--- src/rtl/uart_top.sv ---
// Minimal full-duplex 8N1 UART, MSB first. TX is started by a one-cycle go strobe;
// RX reports the last received byte and whether its stop bit was missing.
module uart_top #(
    parameter int unsigned CLKS_PER_BIT = 4
) (
    input  logic       clk,
    input  logic       rst,
    input  logic       go,
    input  logic [7:0] txdata,
    output logic       txbusy,
    output logic       txd,
    input  logic       rxd,
    output logic [7:0] rxdata,
    output logic       frameerror
);

    localparam int unsigned CntW = $clog2(CLKS_PER_BIT);
    localparam logic [CntW-1:0] LastCnt = CntW'(CLKS_PER_BIT - 1);
    localparam logic [CntW-1:0] HalfCnt = CntW'(CLKS_PER_BIT / 2 - 1);
    localparam logic [CntW-1:0] CntOne  = CntW'(1);

    typedef enum logic [1:0] {TxIdle, TxStart, TxData, TxStop} tx_state_e;
    typedef enum logic [1:0] {RxIdle, RxStart, RxData, RxStop} rx_state_e;

    // ---------------------------------------------------------------- transmitter
    tx_state_e       tx_state_q;
    logic [CntW-1:0] tx_cnt_q;
    logic [2:0]      tx_bit_q;
    logic [7:0]      tx_shift_q;

    always_ff @(posedge clk) begin
        if (rst) begin
            tx_state_q <= TxIdle;
            tx_cnt_q   <= '0;
            tx_bit_q   <= '0;
            tx_shift_q <= '0;
            txd        <= 1'b1;
            txbusy     <= 1'b0;
        end else begin
            case (tx_state_q)
                TxIdle: begin
                    if (go) begin
                        tx_shift_q <= txdata;
                        tx_cnt_q   <= '0;
                        txd        <= 1'b0;
                        txbusy     <= 1'b1;
                        tx_state_q <= TxStart;
                    end
                end
                TxStart: begin
                    if (tx_cnt_q == LastCnt) begin
                        tx_cnt_q   <= '0;
                        tx_bit_q   <= '0;
                        txd        <= tx_shift_q[7];
                        tx_shift_q <= {tx_shift_q[6:0], 1'b0};
                        tx_state_q <= TxData;
                    end else begin
                        tx_cnt_q <= tx_cnt_q + CntOne;
                    end
                end
                TxData: begin
                    if (tx_cnt_q == LastCnt) begin
                        tx_cnt_q <= '0;
                        if (tx_bit_q == 3'd7) begin
                            txd        <= 1'b1;
                            tx_state_q <= TxStop;
                        end else begin
                            txd        <= tx_shift_q[7];
                            tx_shift_q <= {tx_shift_q[6:0], 1'b0};
                            tx_bit_q   <= tx_bit_q + 3'd1;
                        end
                    end else begin
                        tx_cnt_q <= tx_cnt_q + CntOne;
                    end
                end
                TxStop: begin
                    if (tx_cnt_q == LastCnt) begin
                        tx_cnt_q   <= '0;
                        txbusy     <= 1'b0;
                        tx_state_q <= TxIdle;
                    end else begin
                        tx_cnt_q <= tx_cnt_q + CntOne;
                    end
                end
                default: tx_state_q <= TxIdle;
            endcase
        end
    end

    // ---------------------------------------------------------------- receiver
    logic [1:0] sync_q;
    logic       rx_prev_q;
    logic       rx_line;
    logic       rx_fall;

    assign rx_line = sync_q[1];
    // Edge- rather than level-triggered so a held break never restarts a frame.
    assign rx_fall = rx_prev_q & ~rx_line;

    always_ff @(posedge clk) begin
        if (rst) begin
            sync_q    <= 2'b11;
            rx_prev_q <= 1'b1;
        end else begin
            sync_q    <= {sync_q[0], rxd};
            rx_prev_q <= rx_line;
        end
    end

    rx_state_e       rx_state_q;
    logic [CntW-1:0] rx_cnt_q;
    logic [2:0]      rx_bit_q;
    logic [7:0]      rx_shift_q;

    always_ff @(posedge clk) begin
        if (rst) begin
            rx_state_q <= RxIdle;
            rx_cnt_q   <= '0;
            rx_bit_q   <= '0;
            rx_shift_q <= '0;
            rxdata     <= 8'h00;
            frameerror <= 1'b0;
        end else begin
            case (rx_state_q)
                RxIdle: begin
                    if (rx_fall) begin
                        rx_cnt_q   <= '0;
                        rx_state_q <= RxStart;
                    end
                end
                RxStart: begin
                    if (rx_cnt_q == HalfCnt) begin
                        rx_cnt_q   <= '0;
                        rx_bit_q   <= '0;
                        rx_state_q <= rx_line ? RxIdle : RxData;
                    end else begin
                        rx_cnt_q <= rx_cnt_q + CntOne;
                    end
                end
                RxData: begin
                    if (rx_cnt_q == LastCnt) begin
                        rx_cnt_q   <= '0;
                        rx_shift_q <= {rx_shift_q[6:0], rx_line};
                        if (rx_bit_q == 3'd7) begin
                            rx_state_q <= RxStop;
                        end else begin
                            rx_bit_q <= rx_bit_q + 3'd1;
                        end
                    end else begin
                        rx_cnt_q <= rx_cnt_q + CntOne;
                    end
                end
                RxStop: begin
                    if (rx_cnt_q == LastCnt) begin
                        rx_cnt_q   <= '0;
                        rxdata     <= rx_shift_q;
                        frameerror <= ~rx_line;
                        rx_state_q <= RxIdle;
                    end else begin
                        rx_cnt_q <= rx_cnt_q + CntOne;
                    end
                end
                default: rx_state_q <= RxIdle;
            endcase
        end
    end

endmodule

--- config.mk ---
export PLATFORM = sky130hd
export DESIGN_NAME = uart_top
export DESIGN_NICKNAME = d
export VERILOG_FILES = /design/src/rtl/uart_top.sv
export SDC_FILE = /design/constraint.sdc
export NUM_CORES = 1
export LEC_CHECK = 0
export CORE_MARGIN = 4
export CORE_UTILIZATION = 53
export CTS_BUF_LIST = sky130_fd_sc_hd__clkbuf_16
export CTS_CLUSTER_SIZE = 10
export DETAILED_ROUTE_END_ITERATION = 16
export GPL_ROUTABILITY_DRIVEN = 0
export PLACE_DENSITY = 0.77
export SETUP_SLACK_MARGIN = 0.4
export SLEW_MARGIN = 10
export SYNTH_ARGS = -nofsm -noshare
export SYNTH_HDL_FRONTEND = slang
export SYNTH_SLANG_ARGS = --single-unit
--- constraint.sdc ---
create_clock -name clk -period 5.02 [get_ports clk]
set_input_delay 1.255 -clock clk [delete_from_list [all_inputs] [get_ports clk]]
set_output_delay 1.255 -clock clk [all_outputs]
set_load 0.02 [all_outputs]
After elaboration in Yosys (flattened, before gate mapping):

Cells that the tools add are included.

* $add $sub $neg: 4
* equal/unequal tests: 23
* bitwise gates (word level): 2
* reductions and logical operators: 17
* mux-type cells: 41

Operators with widths (count)
* $mux 2: 16
* $mux 8: 4
* $ne 2x2->1 const B: 12
* $pmux 8 s3: 1
* $mux 3: 6
* $pmux 2 s4: 2
* $reduce_and 5->1: 3
* $eq 2x2->1 const B: 6
* $pmux 3 s2: 2
* $reduce_and 4->1: 3
* $add 3x1->3 const B: 2
* $eq 2x1->1 const B: 3
* $eq 3x3->1 const B: 2
* $mux 1: 6
* $pmux 2 s3: 1
* $reduce_bool 2->1: 3
* $add 2x1->2 const B: 2
* $logic_not 2->1: 2
* $pmux 2 s2: 1
* $reduce_and 2->1: 2
* $pmux 1 s3: 1
* $reduce_and 3->1: 1
* $reduce_bool 3->1: 1
* $reduce_or 3->1: 1
* other kinds (4): 4

* output and inout port bits: 11
* logic and storage cells: 101
* bits in registers: 44

Depth between registers and ports, before layout:

* depth in word-level cells: 4
* gate-level depth with buffers: 6

Worst setup path after synthesis:

No wires, ideal clock.

* path type: input to register
* start point: input port rst
* end point: register tx_shift_q[0]
* arrival: 1955 ps
* data required time: 4948 ps
* stages on the path: 3
* buffers on the path: 1
* path slack: 2993 ps
* setup time: 72 ps
* cell sequence: clkbuf_1 or3b_2 mux2i_1

RTL lines
* start, declared: line 7 `input logic rst,`
* end signal, assigned: line 43 `tx_shift_q <= txdata;`
* end signal, assigned: line 55 `tx_shift_q <= {tx_shift_q[6:0], 1'b0};`
* end signal, assigned: line 69 `tx_shift_q <= {tx_shift_q[6:0], 1'b0};`
* end, declared: line 29 `logic [7:0] tx_shift_q;`

Worst setup path in the final report:

* start point: input port rst
* end point: register sync_q[1]

RTL lines
* end signal, assigned: line 105 `sync_q <= {sync_q[0], rxd};`
* end, declared: line 91 `logic [1:0] sync_q;`

No word-level cell between the ends.

==> summary.txt <==
Run status
  – Status: complete, no violations

Finish
  – Most common cell after layout, fill and taps aside: dfxtp_1
  – Number of diodes: 0
  – Nets: 266
  – Non-Filler Instances: 287
  – Highest-count cells in the layout ignoring fill and taps: dfxtp_1 (44), nand2_1 (23), clkdlybuf4s50_1 (22)
  – Cell area after layout: 2510 µm²
  – Finished Core Util: 66.7%
  – Syn-to-layout area delta: 17.8%
  – Share of layout cells above drive strength 1: 8.37%

Clocking
  – Max clock buf depth: 2
  – CTS tree: built
  – Post_cts resized: 0
  – CTS Buf Count: 5
  – CTS root buffer: clkbuf_16
  – # H-tree levels: 2
  – CTS Sinks: 44
  – Cts hold-fix bufs: 0
  – Post-CTS Setup Bufs: 0
  – Worst-Skew Late Latency: 280 ps
  – Clk slew on worst S/H paths: 60 ps

Die
  – Die Wd: 71.5 µm
  – Die H: 71.5 µm
  – Top Ports: 23
  – Die area: 5110 µm²
  – Placeable Area: 3770 µm²
  – Starting Density: 56.6%
  – Site row count: 22

Global route
  – Largest net degree at the start of global routing: 28
  – Overall Global Routing Usage: 15.5%
  – Initial antenna violation count: 0
  – First-pass GRT wire length: 6.51 mm
  – Global route overflow: 0
  – Vias in the first global route: 1535

STA
  – FMAX: 388 MHz
  – Setup TNS: 0 ps
  – Slew @ Worst Pin: 714 ps
  – Crit path time final: 2580 ps
  – Max_slew headroom: 52.2%
  – Fin Hold WS: 414 ps
  – Final Max Slew Viols: 0
  – Period utilisation layout: 51.4%
  – RSZ-0062 raised after global routing: false
  – Setup Viol. Count Final: 0
  – Final Hold Fails: 0
  – Final Skew: 4.57 ps
  – Setup ws final: 2440 ps

Route
  – Vias/cell: 5.65
  – DRT Wirelength: 3.78 mm
  – DRC marker count from the first detailed-route iteration: 45
  – Detailed-route DRC error count: 0
  – Via count: 1621
  – Initial DRT Pass Iterations: 4
  – Routed len/inst: 13.2 µm
  – Post-route ant nets: 0

Critical path
  – CP Launch Type: input pin
  – Reg-to-Reg Start: tx_state_q[0]$_SDFFE_PP0P_
  – Critical path origin: rst
  – Worst Path Max Fanout: 27
  – Worst EP required: 5190 ps
  – Worst R2R Setup Slack: 3190 ps
  – WS Path Type: input pin to flop
  – Crit path capture type: flop
  – Critical path arrival: 2750 ps

Power and ir drop
  – Design Power: 1.19 mW
  – PD cells: 474 nW/µm²
  – Worst IR drop on VDD: 0.412 mV
  – LEAKAGE: 0.992 nW

Synthesis
  – Async S/R FF share, synth: 0%
  – Number of unique standard cell types used by synthesis: 47
  – Avg Cell Area, Syn: 9.66 µm²
  – Post-synth top area cell: dfxtp_1
  – Post-synthesis sequential area ratio: 41.3%
  – Synthesized area: 2130 µm²
  – YS warnings: 0
  – Synth Instances: 221
  – Ys flop type: dfxtp_1
  – Net Count, Synth: 249
  – Yosys top cell area share: 41.3%
  – Yosys reg bits: 44
  – Top post-synthesis cells by area: dfxtp_1 (41%), ha_1 (9.4%), mux2i_1 (7.5%)
  – EDFF count, synth: 0

Placement
  – DP Area: 2340 µm²
  – Pre-CTS setup slack: 2140 ps
  – Port Buffers: 22
  – DP Cell Count: 279
  – HPWL Detailed: 2.54 mm

Worst hold path
  – HP Class: flop to flop
  – Beginning of the worst hold path: sync_q[0]$_SDFF_PP1_

Job
  – Max-cap violation count: 0
report_power, final:
| part | switching (mW) | internal [mW] |
|---|---|---|
| sequential | 0.0355 | 0.397 |
| clock | 0.136 | 0.236 |
| combinational | 0.207 | 0.180 |
routing by layer:
layer | vias to the layer above | GRT usage [%] | share of wire [%]
li1 | 836 | - | -
met1 | 761 | 18.7 | 48
met2 | 20 | 26.5 | 48
met3 | 4 | 4.49 | 3.7
met4 | 0 | 4.59 | 0.66
met5 | - | 0 | 0
final timing paths:
kind                                                    to  cells past startpoint
worst max register to register  tx_shift_q[0]$_SDFFE_PP0P_                      5
worst min-delay path                  sync_q[1]$_SDFF_PP1_                      1
worst max-delay path                  sync_q[1]$_SDFF_PP1_                      3
worst min register to register        sync_q[1]$_SDFF_PP1_                      1
cells in the mapped netlist (2+ instances only):
master and count:
a211oi_1 9, a21oi_1 16, a32oi_1 2, a41oi_1 9, buf_2 4, buf_4 2, clkbuf_1 5, dfxtp_1 44
ha_1 16, inv_1 5, mux2i_1 16, nand2_1 23, nand2b_1 7, nand3_1 2, nand3b_1 2, nand4_1 2
nor2_1 16, nor2b_1 3, o21ai_0 4, o221ai_1 3, or2_2 5
registers in the layout (all words and copies together) (netlist names), 2 cells and up, named ones only:
name / cells
rx_bit_q: 3
tx_cnt_q: 2
rxdata: 8
rx_shift_q: 8
tx_shift_q: 8
tx_bit_q: 3
sync_q: 2
rx_cnt_q: 2
tx_state_q: 2
kinds of logic after synthesis:
| logic type | count (synthesis) | share of synthesized area (%) |
|---|---|---|
| AND/OR/NAND/NOR | 71 | 17.2 |
| flip-flops | 44 | 41.3 |
| AO/OA/AOI/OAI | 54 | 18.6 |
| adder cells (fa/ha/maj) | 16 | 9.38 |
| multiplexers | 17 | 8.73 |
| buffers and inverters | 19 | 4.81 |
layout make-up:
type | instances | area (µm²)
Clock buffer | 5 | 125
Clock inverter | 3 | 47.5
Fill cell | 309 | 1260
Inverter | 6 | 22.5
Multi-Input combinational cell | 158 | 1150
Sequential cell | 44 | 881
Tap cell | 48 | 60.1
Timing Repair Buffer | 23 | 228
worst max-delay path, stage by stage:
cell	delay [ps]
clkdlybuf4s50_1	770
buf_4	410
or2_2	310
No activity file was read; power rests on OpenSTA's default activity.
